[src/rtl/compass_pkg.sv]
// compass_pkg: shared constants for the compass heading controller.
// Holds the motion_mode encoding, the heading width and the default
// divider values. Optional feature macro used by the top: COMPASS_CARDINAL_EN.
package compass_pkg;

    localparam int unsigned HEADING_W        = 10;
    localparam int unsigned DEFAULT_SLOW_DIV = 20_000_000;
    localparam int unsigned DEFAULT_FAST_DIV = 10_000_000;

    typedef enum logic [2:0] {
        MODE_STOP = 3'b000,
        MODE_R1X  = 3'b001,
        MODE_R2X  = 3'b010,
        MODE_L1X  = 3'b011,
        MODE_L2X  = 3'b100,
        MODE_FWD  = 3'b101,
        MODE_REV  = 3'b110,
        MODE_RSVD = 3'b111
    } motion_mode_e;

    // Shift-and-add-3 conversion of a 0..999 binary value to three BCD digits
    // {hundreds, tens, ones}. Used only for presets and elaboration constants.
    function automatic logic [11:0] bin_to_bcd(input logic [HEADING_W-1:0] bin);
        logic [21:0] sr;
        sr = {12'd0, bin};
        for (int unsigned i = 0; i < HEADING_W; i++) begin
            if (sr[13:10] >= 4'd5) sr[13:10] = sr[13:10] + 4'd3;
            if (sr[17:14] >= 4'd5) sr[17:14] = sr[17:14] + 4'd3;
            if (sr[21:18] >= 4'd5) sr[21:18] = sr[21:18] + 4'd3;
            sr = sr << 1;
        end
        return sr[21:10];
    endfunction

endpackage

[src/rtl/compass_tick_gen.sv]
// compass_tick_gen: free-running 0..DIV-1 divider with a one-cycle tick
// at the terminal count. Never cleared except by reset.
module compass_tick_gen #(
    parameter int unsigned DIV = 2
) (
    input  logic clk,
    input  logic reset,
    output logic tick
);

    localparam int unsigned     CW   = (DIV > 1) ? $clog2(DIV) : 1;
    localparam logic [CW-1:0]   LAST = CW'(DIV - 1);

    logic [CW-1:0] cnt;

    // Divider count wraps at the terminal value.
    always_ff @(posedge clk or negedge reset) begin
        if (!reset) begin
            cnt <= '0;
        end else if (cnt == LAST) begin
            cnt <= '0;
        end else begin
            cnt <= cnt + CW'(1);
        end
    end

    // Gated by reset so the tick is low while reset is held, even for DIV of 1.
    assign tick = reset && (cnt == LAST);

endmodule

[src/rtl/compass_heading_ctrl.sv]
// compass_heading_ctrl: heading register stepped left/right at 1X or 2X rate,
// with BCD digits counted in lockstep and a clamped preset load.
// Optional macro COMPASS_CARDINAL_EN adds cardinal[1:0] and cardinal_hit.
module compass_heading_ctrl
    import compass_pkg::*;
#(
    parameter int unsigned SLOW_DIV    = DEFAULT_SLOW_DIV,
    parameter int unsigned FAST_DIV    = DEFAULT_FAST_DIV,
    parameter int unsigned HEADING_MAX = 359
) (
    input  logic                 clk,
    input  logic                 reset,
    input  logic [2:0]           motion_mode,
    input  logic                 load,
    input  logic [HEADING_W-1:0] load_heading,
    output logic [HEADING_W-1:0] heading,
    output logic [4:0]           d1,
    output logic [4:0]           d2,
    output logic [4:0]           d3,
    output logic                 step
`ifdef COMPASS_CARDINAL_EN
    ,
    output logic [1:0]           cardinal,
    output logic                 cardinal_hit
`endif
);

    localparam logic [HEADING_W-1:0] HMAX    = HEADING_W'(HEADING_MAX);
    localparam logic [11:0]          MAX_BCD = bin_to_bcd(HMAX);

    logic slow_tick, fast_tick;

    compass_tick_gen #(.DIV(SLOW_DIV)) u_slow_div (
        .clk   (clk),
        .reset (reset),
        .tick  (slow_tick)
    );

    compass_tick_gen #(.DIV(FAST_DIV)) u_fast_div (
        .clk   (clk),
        .reset (reset),
        .tick  (fast_tick)
    );

    motion_mode_e mode;
    assign mode = motion_mode_e'(motion_mode);

    logic                 inc, dec;
    logic [HEADING_W-1:0] heading_q, heading_d, load_val;
    logic [3:0]           d1_q, d2_q, d3_q, d1_d, d2_d, d3_d;
    logic                 step_q, step_d;

    // Select which tick (if any) moves the heading, and in which direction.
    always_comb begin
        inc = 1'b0;
        dec = 1'b0;
        case (mode)
            MODE_R1X: dec = slow_tick;
            MODE_L1X: inc = slow_tick;
            MODE_R2X: dec = fast_tick;
            MODE_L2X: inc = fast_tick;
            default:  ;
        endcase
    end

    assign load_val = (load_heading > HMAX) ? HMAX : load_heading;

    // Next heading and BCD digits; load wins over a coincident tick and never steps.
    always_comb begin
        heading_d = heading_q;
        d1_d      = d1_q;
        d2_d      = d2_q;
        d3_d      = d3_q;
        step_d    = 1'b0;
        if (load) begin
            heading_d          = load_val;
            {d3_d, d2_d, d1_d} = bin_to_bcd(load_val);
        end else if (inc) begin
            step_d = 1'b1;
            if (heading_q == HMAX) begin
                heading_d = '0;
                d1_d      = '0;
                d2_d      = '0;
                d3_d      = '0;
            end else begin
                heading_d = heading_q + HEADING_W'(1);
                if (d1_q == 4'd9) begin
                    d1_d = '0;
                    if (d2_q == 4'd9) begin
                        d2_d = '0;
                        d3_d = d3_q + 4'd1;
                    end else begin
                        d2_d = d2_q + 4'd1;
                    end
                end else begin
                    d1_d = d1_q + 4'd1;
                end
            end
        end else if (dec) begin
            step_d = 1'b1;
            if (heading_q == '0) begin
                heading_d          = HMAX;
                {d3_d, d2_d, d1_d} = MAX_BCD;
            end else begin
                heading_d = heading_q - HEADING_W'(1);
                if (d1_q == 4'd0) begin
                    d1_d = 4'd9;
                    if (d2_q == 4'd0) begin
                        d2_d = 4'd9;
                        d3_d = d3_q - 4'd1;
                    end else begin
                        d2_d = d2_q - 4'd1;
                    end
                end else begin
                    d1_d = d1_q - 4'd1;
                end
            end
        end
    end

    // Heading, BCD and step registers.
    always_ff @(posedge clk or negedge reset) begin
        if (!reset) begin
            heading_q <= '0;
            d1_q      <= '0;
            d2_q      <= '0;
            d3_q      <= '0;
            step_q    <= 1'b0;
        end else begin
            heading_q <= heading_d;
            d1_q      <= d1_d;
            d2_q      <= d2_d;
            d3_q      <= d3_d;
            step_q    <= step_d;
        end
    end

    assign heading = heading_q;
    assign d1      = {1'b0, d1_q};
    assign d2      = {1'b0, d2_q};
    assign d3      = {1'b0, d3_q};
    assign step    = step_q;

`ifdef COMPASS_CARDINAL_EN
    logic hit_q, hit_d;

    // A step landing on one of the four cardinal points.
    always_comb begin
        hit_d = step_d && ((heading_d == 10'd0)   || (heading_d == 10'd90) ||
                           (heading_d == 10'd180) || (heading_d == 10'd270));
    end

    // Cardinal-hit pulse register, aligned with step.
    always_ff @(posedge clk or negedge reset) begin
        if (!reset) begin
            hit_q <= 1'b0;
        end else begin
            hit_q <= hit_d;
        end
    end

    // Quadrant decode; only meaningful for a 0..359 compass, otherwise N.
    always_comb begin
        cardinal = 2'b00;
        if (HEADING_MAX == 359) begin
            if (heading_q < 10'd45 || heading_q >= 10'd315) cardinal = 2'b00;
            else if (heading_q < 10'd135)                   cardinal = 2'b01;
            else if (heading_q < 10'd225)                   cardinal = 2'b10;
            else                                            cardinal = 2'b11;
        end
    end

    assign cardinal_hit = hit_q;
`endif

endmodule
[config.mk]
export PLATFORM = sky130hd
export DESIGN_NAME = compass_heading_ctrl
export DESIGN_NICKNAME = d
export VERILOG_FILES = /design/src/rtl/compass_pkg.sv /design/src/rtl/compass_tick_gen.sv /design/src/rtl/compass_heading_ctrl.sv
export SDC_FILE = /design/constraint.sdc
export NUM_CORES = 1
export LEC_CHECK = 0
export CAP_MARGIN = 25
export CORE_MARGIN = 3
export CORE_UTILIZATION = 61
export CTS_BUF_LIST = sky130_fd_sc_hd__clkbuf_4 sky130_fd_sc_hd__clkbuf_8
export DETAILED_ROUTE_END_ITERATION = 7
export DONT_BUFFER_PORTS = 1
export GPL_ROUTABILITY_DRIVEN = 1
export GPL_TIMING_DRIVEN = 0
export MAX_ROUTING_LAYER = met4
export PLACE_DENSITY = 0.8
export SYNTH_ARGS = -nofsm -noshare
export SYNTH_HDL_FRONTEND = slang
export SYNTH_HIERARCHICAL = 1
export SYNTH_SLANG_ARGS = --single-unit
[constraint.sdc]
create_clock -name clk -period 3.2 [get_ports clk]
set_input_delay 0.8 -clock clk [delete_from_list [all_inputs] [get_ports clk]]
set_output_delay 0.8 -clock clk [all_outputs]
set_load 0.01 [all_outputs]
==> flow_summary.ini <==
[setup_path]
r2r_slack_ns = -0.04
crit_fanout = 4
crit_path_end_kind = flop
reg2reg_depth = 13
slowest_delay_ns = 0.40
cp.buffers_inverters = 5
critPathSlowestCell = or3b_4
reg2reg_to = d1_q[1]$_DFFE_PN0P_
required_ns = 3.43
r2r-start = u_fast_div/cnt[1]$_DFF_PN0_
crit_start = load_heading[4]
path_class = in2reg
cpMostUsedCell = ha_4
start_kind = input pin
cp_top_family = compound AO/OA/AOI/OAI gates
worstPathArrival_ns = 5.78

[clock_network]
cts.sinks = 72
hold_buffers = 0
clock_latency_ns = 0.35
h-tree-depth = 3
tritoncts = done
clk_path_buf_depth = 2
numCtsBuffers = 9
clk_pin_slew_ns = 0.08
root_buffer = clkbuf_8

[power]
pwr-share-seq = 0.325
p_clk_frac = 0.219
ir_drop_v = 0.000320
power_switching_uw = 1340
p_leak_uw = 0.00309
swShare = 0.395
comb_power_share = 0.456
intPower_uw = 2050
powerDensity_mw_per_mm2 = 455
power_uw = 3390

[die]
rows = 35
start_util = 0.639
die-area_mm2 = 0.0110
io_pins = 42
core_area_mm2 = 0.00937
dieWidth_um = 105
die-height_um = 105

[detailed_routing]
avgViaCountPerCell = 6.55
vias = 6167
totalWireLength_mm = 17.5
wire_per_inst_um = 18.6
drc = 0
first_pass_iters = 5
drtAntennaViolNets = 0
drt_iter0_drc = 550

[logic_synthesis]
syn-cell-area_mm2 = 0.00599
yosys_warnings = 6
ys_ff_latch = 72
syn_inst = 725
synth_edf_count = 0
async_flop_share = 1.00
synth_seq_area_share = 0.301
syn_avg_cell_area_um2 = 8.26
yosysUniqueCellTypes = 90
synth_flop_cell = dfrtp_1

[global_route]
gr-total-overflow = 0
antenna_found_initial = 0
grt.total_usage = 0.309
grt_pass1_wl_mm = 27.5
grt_pass1_vias = 5773
grt_max_degree = 75

[sta]
period_share = 1.74
worstMarginPinSlew_ns = 0.758
relSlewSlack = 0.491
period_minus_slack_ns = 5.55
clock-skew-final_ns = 0.0121
setup_viol_count_final = 11
fmax_ghz = 0.180
setup_slack_ns = -2.35
rsz0062_at_grt = true
timing.final.hold_violations = 0
setup_tns_ns = -19.93
report.final.slew_viol_count = 0

[placed_design]
dpl.hpwl_mm = 11.0
place_ws_ns = -3.26
port-buffer-count = 0
finalWeightedCongestion = 1.06

[cells_and_area]
fillerInstances = 599
antenna_cells = 0
syn_to_final_growth_pct = 24.3
post-route-util = 0.794
finalNetCount = 842
drive_gt1_frac = 0.274

[outcome]
status = finished with violations
violations = setup timing

[flow_run]
maxCapViolations = 0

[hold_path]
hp-class = in2async
-- area by class of cell --
cell class,count,area [um2],share of cell area
buffer,43,256,0.0345
tap,129,161,0.0217
timing repair buffer,71,583,0.0783
clock buffer,11,145,0.0195
clock inverter,5,56.3,0.00756
inverter,29,111,0.0150
multi-input combinational,582,4330,0.582
sequential,72,1800,0.242
-- power groups by stage --
stage                     registers, uW  clock network, uW  logic [uW]
final                              1100                741        1550
after global routing               1110                789        1670
after CTS                          1100                745        1320
after detailed placement           1120                  0        1100
after global placement             1120                  0        1060
after floorplan                    1090                  0         918
-- state kept, by name, indices dropped and copies added (netlist names) --
signal	flops
step	1
heading	10
d3_q	4
u_slow_div/cnt	25
d1_q	4
u_fast_div/cnt	24
d2_q	4
-- cells in the mapped netlist (all sizes together), types with 20 or more instances --
cell type	number	area share
nor2	81	0.055
dfrtp	72	0.30
nand2	60	0.038
a21oi	51	0.045
o21ai	46	0.038
xnor2	36	0.058
nand3	34	0.028
nor3	32	0.029
inv	29	0.018
clkbuf	26	0.017
buf	20	0.021
-- cells by family after synthesis --
| kind of cell | synth area share |
|---|---|
| AND/OR/NAND/NOR | 0.286 |
| AO/OA/AOI/OAI | 0.226 |
| buffers and inverters | 0.0556 |
| flip-flops | 0.301 |
| XOR/XNOR | 0.0846 |
| adder cells (fa/ha/maj) | 0.0376 |
| multiplexers | 0.00898 |
| other | 0.000626 |
-- worst reg2reg max path, stage by stage, from the launching register on --
cell      delay (ns)
dfrtp_1         0.41
ha_4            0.16
and4_1          0.21
buf_6           0.12
nand3_1         0.12
nor4_4          0.27
and2_4          0.21
nand3b_1        0.09
a21oi_2         0.41
or3_1           0.17
clkbuf_1        0.34
o221ai_1        0.25
a311oi_1        0.31
nor2_1          0.07
-- layer usage --
metal / up-vias / GRT usage / part of all wire
li1: 2822 / - / -
met2: 279 / 0.524 / 0.51
met3: 74 / 0.0537 / 0.058
met1: 2992 / 0.363 / 0.40
met4: 0 / 0.128 / 0.036
met5: - / - / 0
-- metrics by stage --
| stage | cells | instance area (um2) | hold slack, ns |
|---|---|---|---|
| global route | 942 | 7440 | 0.108 |
| CTS | 926 | 7080 | 0.127 |
| global placement | 858 | 6230 | 0.482 |
| floorplan | 729 | 6070 | 0.457 |
| finish | 942 | 7440 | 0.132 |
| detailed placement | 858 | 6230 | 0.499 |
-- placed cells by master (no fill, tap or decap), types with 5 or more instances in the layout --
cell       n
buf_4     66
ha_4       6
xnor2_1   33
o21ai_0   27
clkbuf_1  18
conb_1     5
nor2b_1    5
o21ai_2    5
a21oi_1   40
nand2_1   56
inv_1     25
a221oi_1   6
clkbuf_8  10
nor2_1    70
o221ai_1   6
nand3b_1   6
a22oi_1    5
xor2_1    18
o21ai_1   13
a21oi_2   10
nand3_1   34
and3_1     8
nor2_4     5
buf_6     16
ha_1      11
nand4_1   10
nor2_2     5
nor4_1     8
o22ai_1    9
buf_2      7
a31oi_1    8
dfrtp_1   72
nor3_1    25
or3_1      9
-- worst max path at each step --
stage	to	slack [ns]	cells past startpoint
after floorplan	d3_q[0]$_DFFE_PN0P_	-2.62	30
after global placement	d3_q[0]$_DFFE_PN0P_	-3.15	30
after detailed placement	d3_q[0]$_DFFE_PN0P_	-3.26	30
after CTS	d3_q[0]$_DFFE_PN0P_	-2.21	31
after global routing	d3_q[0]$_DFFE_PN0P_	-2.56	28
final	d3_q[0]$_DFFE_PN0P_	-2.35	30
-- what timing repair did --
action | in CTS | in global routing
setup buffers | 68 | 25
endpoints found under the setup margin | 22 | 21
pin swaps | 37 | 38
gates cloned | 0 | 0
gates resized for setup | 68 | 59
Power figures use the tool's default switching activity.
